## config.mk

```make
export PLATFORM = sky130hd
export DESIGN_NAME = uart_rx_fifo_flat
export DESIGN_NICKNAME = d
export VERILOG_FILES = /design/src/rtl/uart_rx_fifo_if.sv /design/src/rtl/uart_rx_fifo.sv /design/src/flat_wrapper.sv
export SDC_FILE = /design/constraint.sdc
export NUM_CORES = 1
export LEC_CHECK = 0
export ABC_AREA = 1
export CAP_MARGIN = 0
export CORE_MARGIN = 5
export CORE_UTILIZATION = 40
export CTS_BUF_LIST = sky130_fd_sc_hd__clkbuf_4 sky130_fd_sc_hd__clkbuf_8 sky130_fd_sc_hd__clkbuf_16
export DETAILED_ROUTE_END_ITERATION = 8
export PLACE_DENSITY = 0.67
export SYNTH_ARGS = -nofsm -noshare
export SYNTH_HDL_FRONTEND = slang
export SYNTH_SLANG_ARGS = --single-unit
```

## constraint.sdc

```tcl
create_clock -name clk -period 2.7 [get_ports clk]
set_clock_uncertainty 0.1 [all_clocks]
set_input_delay 0.54 -clock clk [delete_from_list [all_inputs] [get_ports clk]]
set_output_delay 0.54 -clock clk [all_outputs]
set_load 0.01 [all_outputs]
```

## src/rtl/uart_rx_fifo_if.sv

```systemverilog
// Serial line and FIFO read port of the UART receive front end.
// parity_err exists only when UART_RX_PARITY_EN is defined.
interface uart_rx_fifo_if;
    logic       rx;
    logic       rd_uart;
    logic       flush;
    logic [7:0] r_data;
    logic       rx_empty;
    logic       rx_full;
    logic       frame_err;
    logic       overrun;
`ifdef UART_RX_PARITY_EN
    logic       parity_err;

    modport slave (
        input  rx, rd_uart, flush,
        output r_data, rx_empty, rx_full, frame_err, overrun, parity_err
    );

    modport master (
        output rx, rd_uart, flush,
        input  r_data, rx_empty, rx_full, frame_err, overrun, parity_err
    );
`else
    modport slave (
        input  rx, rd_uart, flush,
        output r_data, rx_empty, rx_full, frame_err, overrun
    );

    modport master (
        output rx, rd_uart, flush,
        input  r_data, rx_empty, rx_full, frame_err, overrun
    );
`endif
endinterface

```

## src/rtl/uart_rx_fifo.sv

```systemverilog
// UART receiver (16x oversampling, 8N1) feeding a first-word-fall-through FIFO.
// Define UART_RX_PARITY_EN for 8E1 framing with a parity_err pulse.
module uart_rx_fifo #(
    parameter int unsigned CLK_DIV = 27,
    parameter int unsigned FIFO_AW = 4
) (
    input logic           clk,
    input logic           rst,
    uart_rx_fifo_if.slave bus
);
    localparam int unsigned DIV_W = (CLK_DIV > 1) ? $clog2(CLK_DIV) : 1;
    localparam int unsigned DEPTH = 1 << FIFO_AW;
    localparam int unsigned CNT_W = FIFO_AW + 1;
    localparam logic [DIV_W-1:0] DIV_MAX  = DIV_W'(CLK_DIV - 1);
    localparam logic [CNT_W-1:0] CNT_FULL = CNT_W'(DEPTH);

`ifdef UART_RX_PARITY_EN
    typedef enum logic [2:0] {
        ST_IDLE, ST_START, ST_DATA, ST_PARITY, ST_STOP
    } state_t;
`else
    typedef enum logic [1:0] {
        ST_IDLE, ST_START, ST_DATA, ST_STOP
    } state_t;
`endif

    // Two-flop synchroniser; idles high so reset does not look like a start bit
    logic rx_meta;
    logic rxs;

    always_ff @(posedge clk) begin
        if (rst) begin
            rx_meta <= 1'b1;
            rxs     <= 1'b1;
        end else begin
            rx_meta <= bus.rx;
            rxs     <= rx_meta;
        end
    end

    // Free-running oversample tick, 16 per bit
    logic [DIV_W-1:0] div_cnt;
    logic             tick;

    assign tick = (div_cnt == DIV_MAX);

    always_ff @(posedge clk) begin
        if (rst || tick) begin
            div_cnt <= '0;
        end else begin
            div_cnt <= div_cnt + DIV_W'(1);
        end
    end

    state_t     state, state_nxt;
    logic [3:0] s, s_nxt;
    logic [2:0] n, n_nxt;
    logic [7:0] shreg, shreg_nxt;
    logic       push;
    logic       frame_bad;
`ifdef UART_RX_PARITY_EN
    logic       par_bad, par_bad_nxt;
    logic       parity_bad;
`endif

    always_ff @(posedge clk) begin
        if (rst) begin
            state <= ST_IDLE;
            s     <= '0;
            n     <= '0;
            shreg <= '0;
`ifdef UART_RX_PARITY_EN
            par_bad <= 1'b0;
`endif
        end else begin
            state <= state_nxt;
            s     <= s_nxt;
            n     <= n_nxt;
            shreg <= shreg_nxt;
`ifdef UART_RX_PARITY_EN
            par_bad <= par_bad_nxt;
`endif
        end
    end

    always_comb begin
        state_nxt = state;
        s_nxt     = s;
        n_nxt     = n;
        shreg_nxt = shreg;
        push      = 1'b0;
        frame_bad = 1'b0;
`ifdef UART_RX_PARITY_EN
        par_bad_nxt = par_bad;
        parity_bad  = 1'b0;
`endif
        case (state)
            ST_IDLE: begin
                if (!rxs) begin
                    state_nxt = ST_START;
                    s_nxt     = '0;
                end
            end
            // Re-check the line mid start bit to reject short glitches
            ST_START: begin
                if (tick) begin
                    if (s == 4'd7) begin
                        if (rxs) begin
                            state_nxt = ST_IDLE;
                        end else begin
                            state_nxt = ST_DATA;
                            s_nxt     = '0;
                            n_nxt     = '0;
                        end
                    end else begin
                        s_nxt = s + 4'd1;
                    end
                end
            end
            ST_DATA: begin
                if (tick) begin
                    if (s == 4'd15) begin
                        s_nxt     = '0;
                        shreg_nxt = {rxs, shreg[7:1]};
                        n_nxt     = n + 3'd1;
                        if (n == 3'd7) begin
`ifdef UART_RX_PARITY_EN
                            state_nxt = ST_PARITY;
`else
                            state_nxt = ST_STOP;
`endif
                        end
                    end else begin
                        s_nxt = s + 4'd1;
                    end
                end
            end
`ifdef UART_RX_PARITY_EN
            // Even parity: data bits plus parity bit must XOR to zero
            ST_PARITY: begin
                if (tick) begin
                    if (s == 4'd15) begin
                        s_nxt       = '0;
                        par_bad_nxt = ^{shreg, rxs};
                        parity_bad  = ^{shreg, rxs};
                        state_nxt   = ST_STOP;
                    end else begin
                        s_nxt = s + 4'd1;
                    end
                end
            end
`endif
            ST_STOP: begin
                if (tick) begin
                    if (s == 4'd15) begin
                        state_nxt = ST_IDLE;
                        if (rxs) begin
`ifdef UART_RX_PARITY_EN
                            push = !par_bad;
`else
                            push = 1'b1;
`endif
                        end else begin
                            frame_bad = 1'b1;
                        end
                    end else begin
                        s_nxt = s + 4'd1;
                    end
                end
            end
            default: begin
                state_nxt = ST_IDLE;
            end
        endcase
    end

    // FIFO: a pop frees the slot in the same edge, so push+pop when full is legal
    logic [7:0]         mem [DEPTH];
    logic [FIFO_AW-1:0] wr_ptr;
    logic [FIFO_AW-1:0] rd_ptr;
    logic [CNT_W-1:0]   count;
    logic               empty_c;
    logic               full_c;
    logic               do_pop;
    logic               do_push;

    assign empty_c = (count == '0);
    assign full_c  = (count == CNT_FULL);
    assign do_pop  = bus.rd_uart && !empty_c;
    assign do_push = push && (!full_c || do_pop);

    always_ff @(posedge clk) begin
        if (do_push && !bus.flush) begin
            mem[wr_ptr] <= shreg;
        end
    end

    always_ff @(posedge clk) begin
        if (rst || bus.flush) begin
            wr_ptr <= '0;
            rd_ptr <= '0;
            count  <= '0;
        end else begin
            if (do_push) begin
                wr_ptr <= wr_ptr + FIFO_AW'(1);
            end
            if (do_pop) begin
                rd_ptr <= rd_ptr + FIFO_AW'(1);
            end
            case ({do_push, do_pop})
                2'b10:   count <= count + CNT_W'(1);
                2'b01:   count <= count - CNT_W'(1);
                default: count <= count;
            endcase
        end
    end

    // Status pulses; a flushed push is silently lost
    logic frame_err_q;
    logic overrun_q;

    always_ff @(posedge clk) begin
        if (rst) begin
            frame_err_q <= 1'b0;
            overrun_q   <= 1'b0;
        end else begin
            frame_err_q <= frame_bad;
            overrun_q   <= push && full_c && !do_pop && !bus.flush;
        end
    end

`ifdef UART_RX_PARITY_EN
    logic parity_err_q;

    always_ff @(posedge clk) begin
        if (rst) begin
            parity_err_q <= 1'b0;
        end else begin
            parity_err_q <= parity_bad;
        end
    end

    assign bus.parity_err = parity_err_q;
`endif

    assign bus.r_data    = mem[rd_ptr];
    assign bus.rx_empty  = empty_c;
    assign bus.rx_full   = full_c;
    assign bus.frame_err = frame_err_q;
    assign bus.overrun   = overrun_q;

endmodule

```

## src/flat_wrapper.sv

```systemverilog
// flat-port wrapper written by rule: the top's interface ports become plain ports
module uart_rx_fifo_flat 
#(
    parameter int unsigned CLK_DIV = 27,
    parameter int unsigned FIFO_AW = 4
)
  (clk, rst, bus_rx, bus_rd_uart, bus_flush, bus_r_data, bus_rx_empty, bus_rx_full, bus_frame_err, bus_overrun);
  uart_rx_fifo_if bus_i ();
  input logic clk;
  input logic rst;
  input wire logic [$bits(bus_i.rx)-1:0] bus_rx;
  input wire logic [$bits(bus_i.rd_uart)-1:0] bus_rd_uart;
  input wire logic [$bits(bus_i.flush)-1:0] bus_flush;
  output wire logic [$bits(bus_i.r_data)-1:0] bus_r_data;
  output wire logic [$bits(bus_i.rx_empty)-1:0] bus_rx_empty;
  output wire logic [$bits(bus_i.rx_full)-1:0] bus_rx_full;
  output wire logic [$bits(bus_i.frame_err)-1:0] bus_frame_err;
  output wire logic [$bits(bus_i.overrun)-1:0] bus_overrun;
  assign bus_i.rx = bus_rx;
  assign bus_i.rd_uart = bus_rd_uart;
  assign bus_i.flush = bus_flush;
  assign bus_r_data = bus_i.r_data;
  assign bus_rx_empty = bus_i.rx_empty;
  assign bus_rx_full = bus_i.rx_full;
  assign bus_frame_err = bus_i.frame_err;
  assign bus_overrun = bus_i.overrun;
  uart_rx_fifo #(.CLK_DIV(CLK_DIV), .FIFO_AW(FIFO_AW)) u_core (.clk(clk), .rst(rst), .bus(bus_i));
endmodule
```

Yosys cells after proc, flatten, opt, wreduce, memory -nomap -nowiden
Memories as Yosys holds them, arrays and structs flattened. A register that Yosys moved wholly into a read port is not among the register bits.
Index checks and enable logic that the tools add are counted.
{ "word_totals": {"ff_bits": 39, "ramBits": 128, "inputBits": 5, "output_inout_bits": 12, "elab_cells": 99, "n_memories": 1} }
{ "classes": {"n_addsub": 7, "eq_ne": 20, "n_mux": 34, "bitwise_logic": 3, "n_reduce_logical": 22} }
{ "mem_list": {"columns": ["name", "words", "width", "rd", "rd_ports_with_merged_regs", "write_ports", "line", "text"], "rows": [
  ["u_core.mem", 16, 8, 1, 1, 1, "uart_rx_fifo.sv:178", "logic [7:0] mem [DEPTH];"]
]} }
{ "ops": {"columns": ["op", "n"], "rows": [
  ["4-bit two-way mux", 9],
  ["2-bit two-way mux", 9],
  ["4-bit one-hot mux with 4 select lines", 1],
  ["3-bit two-way mux", 5],
  ["2-bit by 1-bit != test with 1-bit output (second input constant)", 7],
  ["4-bit by 1-bit adder with 4-bit output (second input constant)", 3],
  ["5-bit by 1-bit adder with 5-bit output (second input constant)", 2],
  ["5-bit equality test (second input constant)", 2],
  ["5-bit one-hot mux with 2 select lines", 1],
  ["2-bit one-hot mux with 4 select lines", 1],
  ["8-bit AND reduction", 1],
  ["1-bit two-way mux", 7],
  ["2-bit equality test (second input constant)", 3],
  ["1-bit logical AND", 6],
  ["2-bit != test (second input constant)", 3],
  ["3-bit one-hot mux with 2 select lines", 1],
  ["6-bit AND reduction", 1],
  ["5-bit zero test", 1],
  ["5-bit by 1-bit subtractor with 5-bit output (second input constant)", 1],
  ["2-bit by 1-bit equality test with 1-bit output (second input constant)", 2],
  ["4-bit by 3-bit equality test with 1-bit output (second input constant)", 1],
  ["4-bit equality test (second input constant)", 1],
  ["1-bit zero test", 4],
  ["4-bit AND reduction", 1],
  ["8 further kinds", 13]
]} }

Longest topological paths before layout
{ "depth": {"ltp_word": 8, "depth_mapped": 16, "ltp_nobuf": 16} }

Worst setup path after synthesis
Ideal clock, no wire load.
{ "synth_path": {"path_type": "register to register", "from": "register u_core.s[0]", "to": "memory u_core.mem[13][0] (enable)", "setup_ns": 0.383, "arrival_time_ns": 1.821, "t_required_ns": 2.217, "setup_slack_ns": 0.396, "stages_incl_launch_ff": 8, "path_buffers": 0, "synth_period_minus_slack_ns": 2.304, "cell_sequence": "dfxtp_1 -> ha_1 -> nand2_2 -> nor2_8 -> nand4_4 -> nor2_4 -> nand3_2 -> nor3_1"} }
{ "synth_via": {"elab_chain_cells": 8} }
{ "synth_rtl": {"columns": ["item", "line", "text"], "rows": [
  ["from (decl)", "uart_rx_fifo.sv:56", "logic [3:0] s, s_nxt;"],
  ["from (signal assigned)", "uart_rx_fifo.sv:77", "s <= s_nxt;"],
  ["4-bit equality test", "uart_rx_fifo.sv:155", "if (s == 4'd15) begin"],
  ["1-bit two-way mux", "uart_rx_fifo.sv:155", null],
  ["1-bit two-way mux", "uart_rx_fifo.sv:154", "if (tick) begin"],
  ["1-bit two-way mux", "uart_rx_fifo.sv:97", "case (state)"],
  ["1-bit logical AND", "uart_rx_fifo.sv:190", "assign do_push = push && (!full_c || do_pop);"],
  ["1-bit logical AND", "uart_rx_fifo.sv:193", "if (do_push && !bus.flush) begin"],
  ["1-bit two-way mux", "uart_rx_fifo.sv:193", null],
  ["1-bit two-way mux (not written as such)", "uart_rx_fifo.sv:194", "mem[wr_ptr] <= shreg;"],
  ["to (decl)", "uart_rx_fifo.sv:178", null]
]} }
Every way passes these cells.

==> impl_results.md <==
* First-pass GRT wire length at 25700 µm
* Netlist cell types at 32
* Skew-Pair Late Insertion Delay at ~0.42 ns
* WP data arrival at 1.94 ns
* Max-slew headroom at 0.436
* DP Area at a little under 0.008 mm²
* Fill cells at 1514
* Fin crit share at 0.956
* Seq/Total Area, Yosys at 0.661
* Layout Nets at between 700 and 800
* Row count at 48
* Chip Width at 143 µm
* Final Non-Filler Cells at a little over 900
* Clk sinks at 171
* Leakage at 3.28 nW
* Die height at roughly 140 µm
* Worst-case vdd ir drop at 0.456 mV
* Post-Syn Area per Cell at approximately 11 µm²
* IO Count at 17
* Hold Slack at around 0.32 ns
* Pins Over Slew Limit at 0
* Post-route DRC violation count at 0
* Routed len/inst at 17.2 µm
* Final WL at between 15000 and 20000 µm
* Status: finished clean
* Setup CP Type: register to output pin
* Antenna violations before repair at 0
* Crit. End Element: output pin
* Remaining Overflow, GRT at 0
* N_diodes at 0
* Worst r2r src: u_core.s[0]
* Worst-case clock buffer depth at 2
* Total power at roughly 5.2 mW
* P&R area growth vs syn at 18.3%
* Yosys reg bits at 171
* Fmax at 0.387 GHz
* Final ANT Viol Nets at 0
* RePlAce Congestion at 0.895
* Cell area after synthesis at a little over 0.007 mm²
* Post-layout util at 0.485
* Fraction of layout cells with a size suffix above 1 at 0.146
* Hold_sp: u_core.rx_meta
* Gr usage total at 0.163
* Port bufs at 16
* Num CTS Buffers at 17
* Die Footprint at 0.0205 mm²
* Final Hold Fails at 0
* Power Density at a little over 600 mW/mm²
* CP Launch Type: register
* Vias in the first global route at 4940
* Initial DRC count at 309
* Crit-path max FO at 22
* Root buffer cell: clkbuf_16
* Dpl cells at a little under 900
* Minimum clock period at between 2 and 3 ns
* Vias at 4902
* CTS tree: yes
* Worst Hold Class: register to register
* Initial Util at 0.410
* DRT Pass-1 Iters at 5
* Vias per cell at between 5 and 6
* Final HPWL DP at roughly 10000 µm
* Yosys warns at 0
* Post-Syn Nets at between 600 and 700
* Final setup vio count at 0
* Critical path required time at slightly above 2 ns
* CTS hold repair buffers at 0
* Finished Cell Area at approximately 0.0084 mm²
* Mapped Cells at ~640
* CTS H-Tree Depth at 4
* # Max-Cap Violations at 0
* Std-Cell Core Area at 0.0174 mm²
* Slew @ Worst Pin at 0.844 ns
* CTS clk-pin slew, worst paths at roughly 0.06 ns
* Largest net degree at the start of global routing at 25
## per-layer routing
metal / track usage / routed length [µm] / vias up
li1: - / - / 2372
met1: 0.208 / 6850 / 2373
met2: 0.279 / 8060 / 146
met3: 0.0389 / 776 / 11
met4: 0.0461 / 135 / 0
met5: 0 / 0 / -
## placed cells by master (no fill, tap or decap), drive strengths merged, types with 5 or more instances in the layout
cell type	netlist	routed
clkbuf	22	25
edfxtp	128	128
dlygate4sd2	0	5
dfxtp	43	43
nand3	27	27
nor3	9	9
o221ai	24	24
o211ai	8	8
a21oi	16	16
ha	13	13
o21ai	93	93
inv	41	41
buf	7	40
nand4	7	7
nor2	130	130
nand2	47	47
o22ai	9	9
clkdlybuf4s50	0	8
## where the power goes
group	switching [mW]	leakage [nW]	internal, mW	total (mW)
sequential	0.0142	1.76	2.80	2.81
combinational	0.0666	1.24	0.0366	0.103
clock	0.940	0.282	1.37	2.31
total	1.02	3.28	4.21	5.23
## kinds of logic (layout without fill, tap and decap cells)
group / count (synthesis) / after routing / synth area share
adder cells (fa/ha/maj): 14 / 14 / 0.0257
AND/OR/NAND/NOR: 225 / 225 / 0.142
flip-flops: 171 / 171 / 0.661
AO/OA/AOI/OAI: 150 / 150 / 0.123
XOR/XNOR: 6 / 6 / 0.00739
buffers and inverters: 70 / 128 / 0.0405
## stage by stage
step | worst slack [ns] | TNS (ns)
2_1_floorplan | 0.396 | 0
3_3_place_gp | 0.149 | 0
3_5_place_dp | 0.0471 | 0
4_1_cts | -0.122 | -0.243
5_1_grt | -0.0000153 | -0.0000153
6_report | 0.118 | 0
## final timing paths
kind / endpoint / slack [ns] / depth (start not counted)
worst max register to register: u_core.count[4] / 0.25 / 15
worst min-delay path: u_core.rxs / 0.32 / 1
worst max-delay path: bus_r_data[0] / 0.12 / 6
worst min register to register: u_core.rxs / 0.32 / 1
## synthesized netlist by cell type, drive strengths merged
cell type,n,share of area
buf,7,0.0058
nor3b,1,0.0011
fa,1,0.0028
nand3,27,0.020
inv,41,0.022
xnor2,2,0.0025
nand2,47,0.026
o221ai,24,0.030
clkbuf,22,0.013
o21ai,93,0.065
nand4,7,0.010
nor4,1,0.00088
a21oi,16,0.012
or2,3,0.0026
o22ai,9,0.0079
nor3,9,0.0063
xor2,4,0.0049
edfxtp,128,0.54
nor2,130,0.074
dfxtp,43,0.12
o211ai,8,0.0084
ha,13,0.023
## critical path, cell delays in order, from the launching register on
cell	delay (ns)
dfxtp_4	0.38
buf_8	0.16
o21ai_0	0.19
o22ai_1	0.12
o211ai_1	0.27
nand2_1	0.10
dlygate4sd2_1	0.30
## area by class of cell
type                            instances  area [µm²]  share of cell area
Multi-Input combinational cell        395        2150               0.255
Clock buffer                           25         498              0.0592
Timing Repair Buffer                   56         552              0.0656
Tap cell                              225         282              0.0334
Clock inverter                          6        65.1             0.00773
Inverter                               41         161              0.0192
Sequential cell                       171        4710               0.560
## sequential cells by signal (all words and copies together) (netlist names), 3 cells and up, named ones only
| register | count |
|---|---|
| u_core.count | 5 |
| u_core.div_cnt | 5 |
| u_core.mem | 128 |
| u_core.n | 3 |
| u_core.rd_ptr | 4 |
| u_core.s | 4 |
| u_core.shreg | 8 |
| u_core.wr_ptr | 4 |
## timing repair
| item | in CTS | in global routing |
|---|---|---|
| pin swaps | 6 | 7 |
| gates cloned | 1 | 0 |
| resized for setup | 25 | 12 |
| buffers inserted | 1 | 2 |
| hold endpoints to repair | 0 | 0 |
| endpoints found under the setup margin | 8 | 6 |
(Power assumes the default switching activity.)
